[src/rtl/prbs8_pkg.sv]
// Shared types, LFSR step function and 7-segment table for the PRBS8 checker.
package prbs8_pkg;

  typedef enum logic [1:0] {
    StIdle   = 2'd0,
    StSync   = 2'd1,
    StLocked = 2'd2
  } prbs8_state_e;

  localparam logic [7:0] Prbs8Seed = 8'h01;

  // Active-low segments {g,f,e,d,c,b,a}; entry 15 first.
  localparam logic [15:0][6:0] Hex7Table = {
    7'h0E, 7'h06, 7'h21, 7'h46, 7'h03, 7'h08, 7'h10, 7'h00,
    7'h78, 7'h02, 7'h12, 7'h19, 7'h30, 7'h24, 7'h79, 7'h40
  };

  // The all-zero state is a lock-up state of the source, which reloads the seed.
  function automatic logic [7:0] prbs8_next(input logic [7:0] s);
    if (s == 8'h00) begin
      return Prbs8Seed;
    end
    return {s[4] ^ s[3] ^ s[2] ^ s[0], s[7:1]};
  endfunction

endpackage

[src/rtl/prbs8_hex7.sv]
// Nibble to active-low 7-segment decoder.
module prbs8_hex7
  import prbs8_pkg::*;
(
  input  logic [3:0] nibble_i,
  output logic [6:0] seg_o
);

  assign seg_o = Hex7Table[nibble_i];

endmodule

[config.mk]
export PLATFORM = sky130hd
export DESIGN_NAME = prbs8_hex7
export DESIGN_NICKNAME = d
export VERILOG_FILES = /design/src/rtl/prbs8_pkg.sv /design/src/rtl/prbs8_hex7.sv
export SDC_FILE = /design/constraint.sdc
export NUM_CORES = 1
export LEC_CHECK = 0
export BUFFER_PORTS_ARGS = -buffer_cell sky130_fd_sc_hd__buf_2
export CAP_MARGIN = 20
export CORE_AREA = 3 3 40 42
export DETAILED_ROUTE_END_ITERATION = 10
export DIE_AREA = 0 0 43 45
export PLACE_DENSITY = 0.46
export SLEW_MARGIN = 20
export SYNTH_ARGS = -nofsm -noshare
export SYNTH_HDL_FRONTEND = slang
export SYNTH_SLANG_ARGS = --single-unit
[constraint.sdc]
create_clock -name vclk -period 1.3
set_input_delay 0.065 -clock vclk [all_inputs]
set_output_delay 0.065 -clock vclk [all_outputs]
set_load 0.005 [all_outputs]
## After elaboration in Yosys (flattened, before gate mapping)

Memory sizes are Yosys's and may differ from the RTL's.
Cells that the tools add are included.

- Register bits: 0
- ROM bits: 112
- Bits of input ports: 4
- Output and inout bits: 7
- Logic and storage cells: 3
- Memories: 1

- Order comparisons: 1
- Mux-type cells: 1

Memories:

| name | depth | bits a word | read ports | clocked after Yosys merged registers in | write ports | RTL line | RTL |
|---|---|---|---|---|---|---|---|
| (name not given) | 16 | 7 | 1 | 0 | 0 | prbs8_hex7.sv:9 | `assign seg_o = Hex7Table[nibble_i];` |

Operators by type and width:

| cell | count |
|---|---|
| 7-bit two-way mux | 1 |
| 4-bit by 5-bit < comparator with 1-bit output (second input constant) | 1 |

## Logic depth before layout (Yosys ltp)

Gate-level depths: netlist of run 1.

- Depth after elaboration: 2
- Mapped depth: 5
- Gate-level depth less buffers: 5

## Least setup slack after synthesis of run 1

OpenSTA, ideal clock, no wires.

- Path type: in2out
- Start point: in nibble_i[1]
- End point: out seg_o[0]
- Data arrival time: 997 ps
- Required time: 1,235 ps
- Slack: 238 ps
- Cell stages on the path: 5
- Buffers on the path: 0
- Cell sequence: inv_1 > ha_1 > and2b_2 > or3b_1 > o21ai_0

- Word-level cells in the longest chain between the ends: 2

Ends and longest elaborated chain:

| item | RTL line | RTL |
|---|---|---|
| from (decl) | prbs8_hex7.sv:5 | `input logic [3:0] nibble_i,` |
| memory read 16 x 7 bit | - |  |
| 7-bit two-way mux (implied by the code) | prbs8_hex7.sv:9 |  |
| to (decl) | prbs8_hex7.sv:6 | `output logic [6:0] seg_o` |

Every way passes these cells. The select of a mux whose other input is x is not followed.

## Worst setup path after layout of run 1

Ends and elaborated chain as after synthesis.

==> impl_metrics.py, run 1 <==
metrics = {
    "status": {
        "status": "completed",
    },
    "synthesis": {
        "yosys-top-cells-count": "ha_1, nor2_1, mux2i_1, inv_1",
        "ys_seq_area_share_pct": 0,
        "yosysWarnings": 0,
        "syn-num-nets": 43,
        "synth_cell_types": 15,
        "syn_area_sq_um": 275,
        "synthCells": 32,
        "yosysTopAreaCellShare_pct": 31.8,
        "synth.largest_area_cell": "ha_1",
        "yosysMostFrequentCell": "ha_1",
        "synth.area.top_cells": "ha_1, mux2i_1, mux4_1",
        "syn_area_per_cell_sq_um": 8.60,
    },
    "die": {
        "io_pins": 11,
        "coreArea_sq_um": 1280,
        "rows": 13,
        "start_util_pct": 21.4,
        "dieArea_sq_um": 1940,
        "die_width_microns": 43,
        "die_height_microns": 45,
    },
    "place": {
        "place_congestion": 0.625,
        "post-dp-hpwl_microns": 490,
        "place_ws_ns": -0.000329,
        "numPlacedInstances": 62,
        "port_buffers": 11,
    },
    "timing": {
        "setup_slack_ns": 0.0680,
        "max-slew-margin-rel_pct": 82.8,
        "finalSetupViolations": 0,
        "worstMarginPinSlew_ns": 0.258,
        "finalSetupTns_ns": 0,
        "period_minus_slack_ns": 1.23,
        "final_hold_viol_count": 0,
        "max_freq_mhz": 812,
        "drv_slew": 0,
        "rsz0062_at_grt": "yes",
        "post-route-period-util_pct": 94.8,
    },
    "critical_path": {
        "cp-end-kind": "output port",
        "crit_chain": "buf_2, inv_2, ha_1, and2b_2, or3b_1, o21ai_0, buf_2",
        "cp_top_family": "simple AND/OR/NAND/NOR gates",
        "crit_arrival_ns": 1.17,
        "cpMaxStageDelayCell": "or3b_1",
        "max_stage_delay_ns": 0.35,
        "criticalPathCategory": "primary input to output port",
        "cp_num_buf_inv": 3,
        "startpoint_type": "primary input",
        "crit_top_cell": "buf_2",
        "critPathRequiredTime_ns": 1.24,
        "crit_fanout": 4,
    },
    "global_route": {
        "grt_use_total_pct": 5.39,
        "overflow": 0,
        "grt_pass1_wl_microns": 876,
        "grt_max_degree": 13,
        "grt_pass1_vias": 195,
        "antenna_found_initial": 0,
    },
    "min_path": {
        "hold_path_class": "primary input to output port",
    },
    "routing": {
        "drtAntennaViolNets": 0,
        "num_vias": 257,
        "via_per_inst": 4.15,
        "drt_wl_total_microns": 587,
        "drtPass1Iterations": 4,
        "drt-wirelength-per-cell_microns": 9.47,
        "drc": 0,
        "drtIter0Drc": 7,
    },
    "final_layout": {
        "drive_gt1_share_pct": 44.7,
        "fillers": 141,
        "n_antenna_cell": 0,
        "fin_util_pct": 29.6,
        "num-clock-buffers": 0,
        "multi_input_area_sq_um": 248,
        "final_cells": 62,
        "syn_to_final_growth_pct": 38.2,
        "area.sequential_sq_um": 0,
        "seq_cells": 0,
        "nNetsFinal": 60,
    },
    "pwr": {
        "switching_share_pct": 45.8,
        "p_per_area_nw_per_um2": 292,
        "power_leakage_nw": 0.219,
        "power.switching_uw": 50.9,
        "vdd_drop_max_uv": 55.2,
        "p_comb_share_pct": 100.0,
        "clockPowerShare_pct": 0,
        "internal_power_uw": 60.3,
        "finalPower_uw": 111,
        "seqPwrFrac_pct": 0,
    },
    "cts": {
        "post_cts_buffers": 0,
        "cts_hold_buf": 0,
        "cts_resized": 1,
    },
    "job": {
        "cap_violations": 0,
    },
}
[metrics by stage]
step	hold slack, ns	cell area, sq um
detailed placement	0.513	378
global placement	0.515	378
floorplan	0.276	275
CTS	0.513	378
global route	0.548	380
finish	0.514	380
[cells by family (layout without fill, tap and decap cells)]
| family | Yosys count | count (layout) | share of synthesized area (%) |
|---|---|---|---|
| simple gates | 8 | 8 | 14.5 |
| fa+ha+maj | 7 | 7 | 31.8 |
| buf+inv | 5 | 20 | 10.0 |
| compound gates | 6 | 6 | 15.5 |
| mux | 6 | 6 | 28.2 |
[layout make-up]
type	instances	share of cell area, %
Inverter	3	2.96
Multi-Input combinational cell	27	65.1
Tap cell	15	4.93
Timing Repair Buffer	17	27.0
[placed cells by master (no fill, tap or decap)]
cell / netlist / routed
buf_2: 1 / 10
ha_1: 7 / 7
buf_4: 0 / 7
nor2_1: 5 / 5
mux2i_1: 4 / 4
inv_2: 0 / 2
o21ai_0: 2 / 2
a22o_1: 2 / 2
a21oi_1: 1 / 1
nand2_1: 1 / 1
inv_1: 3 / 1
mux4_1: 1 / 1
and2b_2: 1 / 1
a32o_1: 1 / 1
or3b_1: 1 / 1
mux2_2: 1 / 1
[power groups by stage]
stage / Clock, mW / Combinational [mW] / Sequential, mW
after floorplan: 0 / 0.0642 / 0
after global placement: 0 / 0.111 / 0
after detailed placement: 0 / 0.111 / 0
after CTS: 0 / 0.112 / 0
after global routing: 0 / 0.123 / 0
final: 0 / 0.111 / 0
[final timing paths]
| kind | slack [ns] | from | depth (start not counted) | endpoint |
|---|---|---|---|---|
| setup / recovery | 0.07 | nibble_i[1] | 7 | seg_o[0] |
| hold / removal | 0.51 | nibble_i[2] | 3 | seg_o[5] |
[per-layer routing]
layer / global-route usage, % / share of wire (%)
met2: 8.68 / 46
met5: 0 / 0
met4: 0 / 0
met3: 0 / 4.3
met1: 8.59 / 50
(Power assumes the default switching activity.)
==> run 2: changes to the inputs <==
--- a/config.mk
+++ b/config.mk
@@ -11,5 +11,4 @@
 export DETAILED_ROUTE_END_ITERATION = 10
 export DIE_AREA = 0 0 43 45
-export PLACE_DENSITY = 0.46
 export SLEW_MARGIN = 20
 export SYNTH_ARGS = -nofsm -noshare
==> constraint.sdc (replaced) <==
create_clock -name vclk -period 1.3
set_input_delay 0.195 -clock vclk [all_inputs]
set_output_delay 0.195 -clock vclk [all_outputs]
set_load 0.005 [all_outputs]
==> run 2 against run 1 <==
- the run now ends with setup timing left
- worst hold slack improved by 0.26 ns
- critical path type unchanged
- die area unchanged
- sequential share of layout area unchanged
- non-clock buffer count is 6 higher
- first-iteration DRC count is 71% lower
- utilization up 12 points
- total power increased by 52%
- global-route usage grew 3.4 points
- cell count is 9.7% higher
- largest cell class unchanged
==> impl_metrics.py, run 2 (synthesized netlist as in run 1, its figures left out) <==
metrics = {
    "final_layout": {
        "n_antenna_cell": 0,
        "syn_to_final_growth_pct": 95.9,
        "drive_gt1_share_pct": 66.0,
        "final_cell_mix": "buf_4, buf_2, nor2_1, ha_4",
        "final_cells": 68,
        "final_common_cell": "buf_4",
        "seq_cells": 0,
        "fillers": 124,
        "num-clock-buffers": 0,
        "nNetsFinal": 66,
        "design_area_sq_um": 539,
        "area.sequential_sq_um": 0,
        "multi_input_area_sq_um": 309,
    },
    "routing": {
        "drtAntennaViolNets": 0,
        "drt-wirelength-per-cell_microns": 11.6,
        "drtIter0Drc": 2,
        "drc": 0,
        "num_vias": 298,
        "via_per_inst": 4.38,
        "drt_wl_total_microns": 791,
        "drtPass1Iterations": 2,
    },
    "critical_path": {
        "crit_fanout": 4,
        "max_stage_delay_ns": 0.34,
        "critPathRequiredTime_ns": 1.11,
        "startpoint_type": "primary input",
        "criticalPathCategory": "primary input to output port",
        "crit_chain": "buf_8, inv_8, ha_4, and2b_2, or3b_1, o21ai_1, buf_2",
        "crit_arrival_ns": 1.22,
        "cp-end-kind": "output port",
        "cpMaxStageDelayCell": "or3b_1",
    },
    "place": {
        "numPlacedInstances": 65,
        "placed_area_sq_um": 403,
        "post-dp-hpwl_microns": 585,
        "place_congestion": 0.754,
        "port_buffers": 11,
    },
    "global_route": {
        "grtUsageMet2_pct": 18.6,
        "grt_use_total_pct": 8.80,
        "overflow": 0,
        "met1_usage_pct": 9.55,
        "top_usage_layer": "met2",
        "grt_pass1_wl_mm": 1.33,
        "antenna_found_initial": 0,
        "grt_use_met3_pct": 1.59,
        "grt_pass1_vias": 292,
        "grt_max_degree": 12,
    },
    "pwr": {
        "p_comb_share_pct": 100.0,
        "clockPowerShare_pct": 0,
        "internal_power_uw": 98.1,
        "switching_share_pct": 42.1,
        "power_leakage_nw": 0.255,
        "power.switching_uw": 71.4,
        "vdd_drop_max_uv": 106,
        "p_per_area_nw_per_um2": 314,
        "seqPwrFrac_pct": 0,
    },
    "min_path": {
        "worstHoldStart": "nibble_i[2]",
        "hold_path_class": "primary input to output port",
        "hold-path-endpoint": "seg_o[5]",
        "hold_depth": 3,
    },
    "status": {
        "status": "finished, violations left",
        "violations": "setup timing",
    },
    "timing": {
        "worstMarginPinSlew_ns": 0.199,
        "max-slew-margin-rel_pct": 86.4,
        "drv_slew": 0,
        "setup_slack_ns": -0.115,
        "rsz0062_at_grt": "yes",
        "finalSetupTns_ns": -0.296,
        "period_minus_slack_ns": 1.41,
        "max_freq_mhz": 707,
        "finalSetupViolations": 4,
        "post-route-period-util_pct": 109,
        "final_hold_viol_count": 0,
        "holdWs_ns": 0.774,
    },
    "die": {
        "dieArea_sq_um": 1940,
        "rows": 13,
        "start_util_pct": 21.4,
        "die_height_microns": 45,
        "coreArea_sq_um": 1280,
        "io_pins": 11,
        "die_width_microns": 43,
    },
    "job": {
        "cap_violations": 0,
    },
}
run 2: cell types whose count changed in the layout (fill, tap and decap cells not counted), moves of 2 or more:
cell     previous run  this run
buf_4               7         9
ha_4                0         5
o21ai_1             0         2
ha_1                7         1
o21ai_0             2         0
buf_2              10         8
buf_6               0         4
run 2: power by group through the flow:
stage	clock network (mW)	registers, mW	logic (mW)
floorplan	0	0	0.0646
global placement	0	0	0.120
detailed placement	0	0	0.124
CTS	0	0	0.162
global route	0	0	0.188
finish	0	0	0.169
run 2: area by class of cell:
class | count | area share [%]
Multi-Input combinational cell | 27 | 57.3
Tap cell | 15 | 3.48
Timing Repair Buffer | 23 | 34.8
Inverter | 3 | 4.41
run 2: what timing repair did:
action | 4_1_cts | 5_1_grt
pin swaps | 3 | 2
hold buffers | 0 | 0
gates resized for setup | 25 | 4
setup buffers | 3 | 1
endpoints found under the setup margin | 6 | 7
run 2: layer usage:
layer | share of wire, % | vias up
met5 | 0 | -
met4 | 0 | 0
met3 | 5.3 | 0
met2 | 57 | 5
met1 | 37 | 134
li1 | - | 159
run 2: how the worst max path moves through the flow:
stage / start / to / slack (ns) / cells past startpoint
floorplan: nibble_i[1] / seg_o[0] / 0.02 / 5
global placement: nibble_i[1] / seg_o[0] / -0.23 / 7
detailed placement: nibble_i[0] / seg_o[3] / -0.28 / 6
CTS: nibble_i[1] / seg_o[0] / -0.12 / 7
global route: nibble_i[1] / seg_o[0] / -0.17 / 7
finish: nibble_i[1] / seg_o[0] / -0.11 / 7
run 2: metrics by stage:
stage               setup WS, ns  util, %  power [mW]
finish                    -0.115     42.0       0.169
global route              -0.171     42.0       0.188
CTS                       -0.116     40.5       0.162
detailed placement        -0.280     31.4       0.124
global placement          -0.233     31.4       0.120
floorplan                 0.0231        -      0.0646
run 2: critical path, delay by kind of cell:
kind / cells / cell delay (ns)
adders and majority gates: 1 / 0.12
AOI/OAI and AO/OA: 1 / 0.07
buffers and inverters: 3 / 0.29
and+or+nand+nor: 2 / 0.55
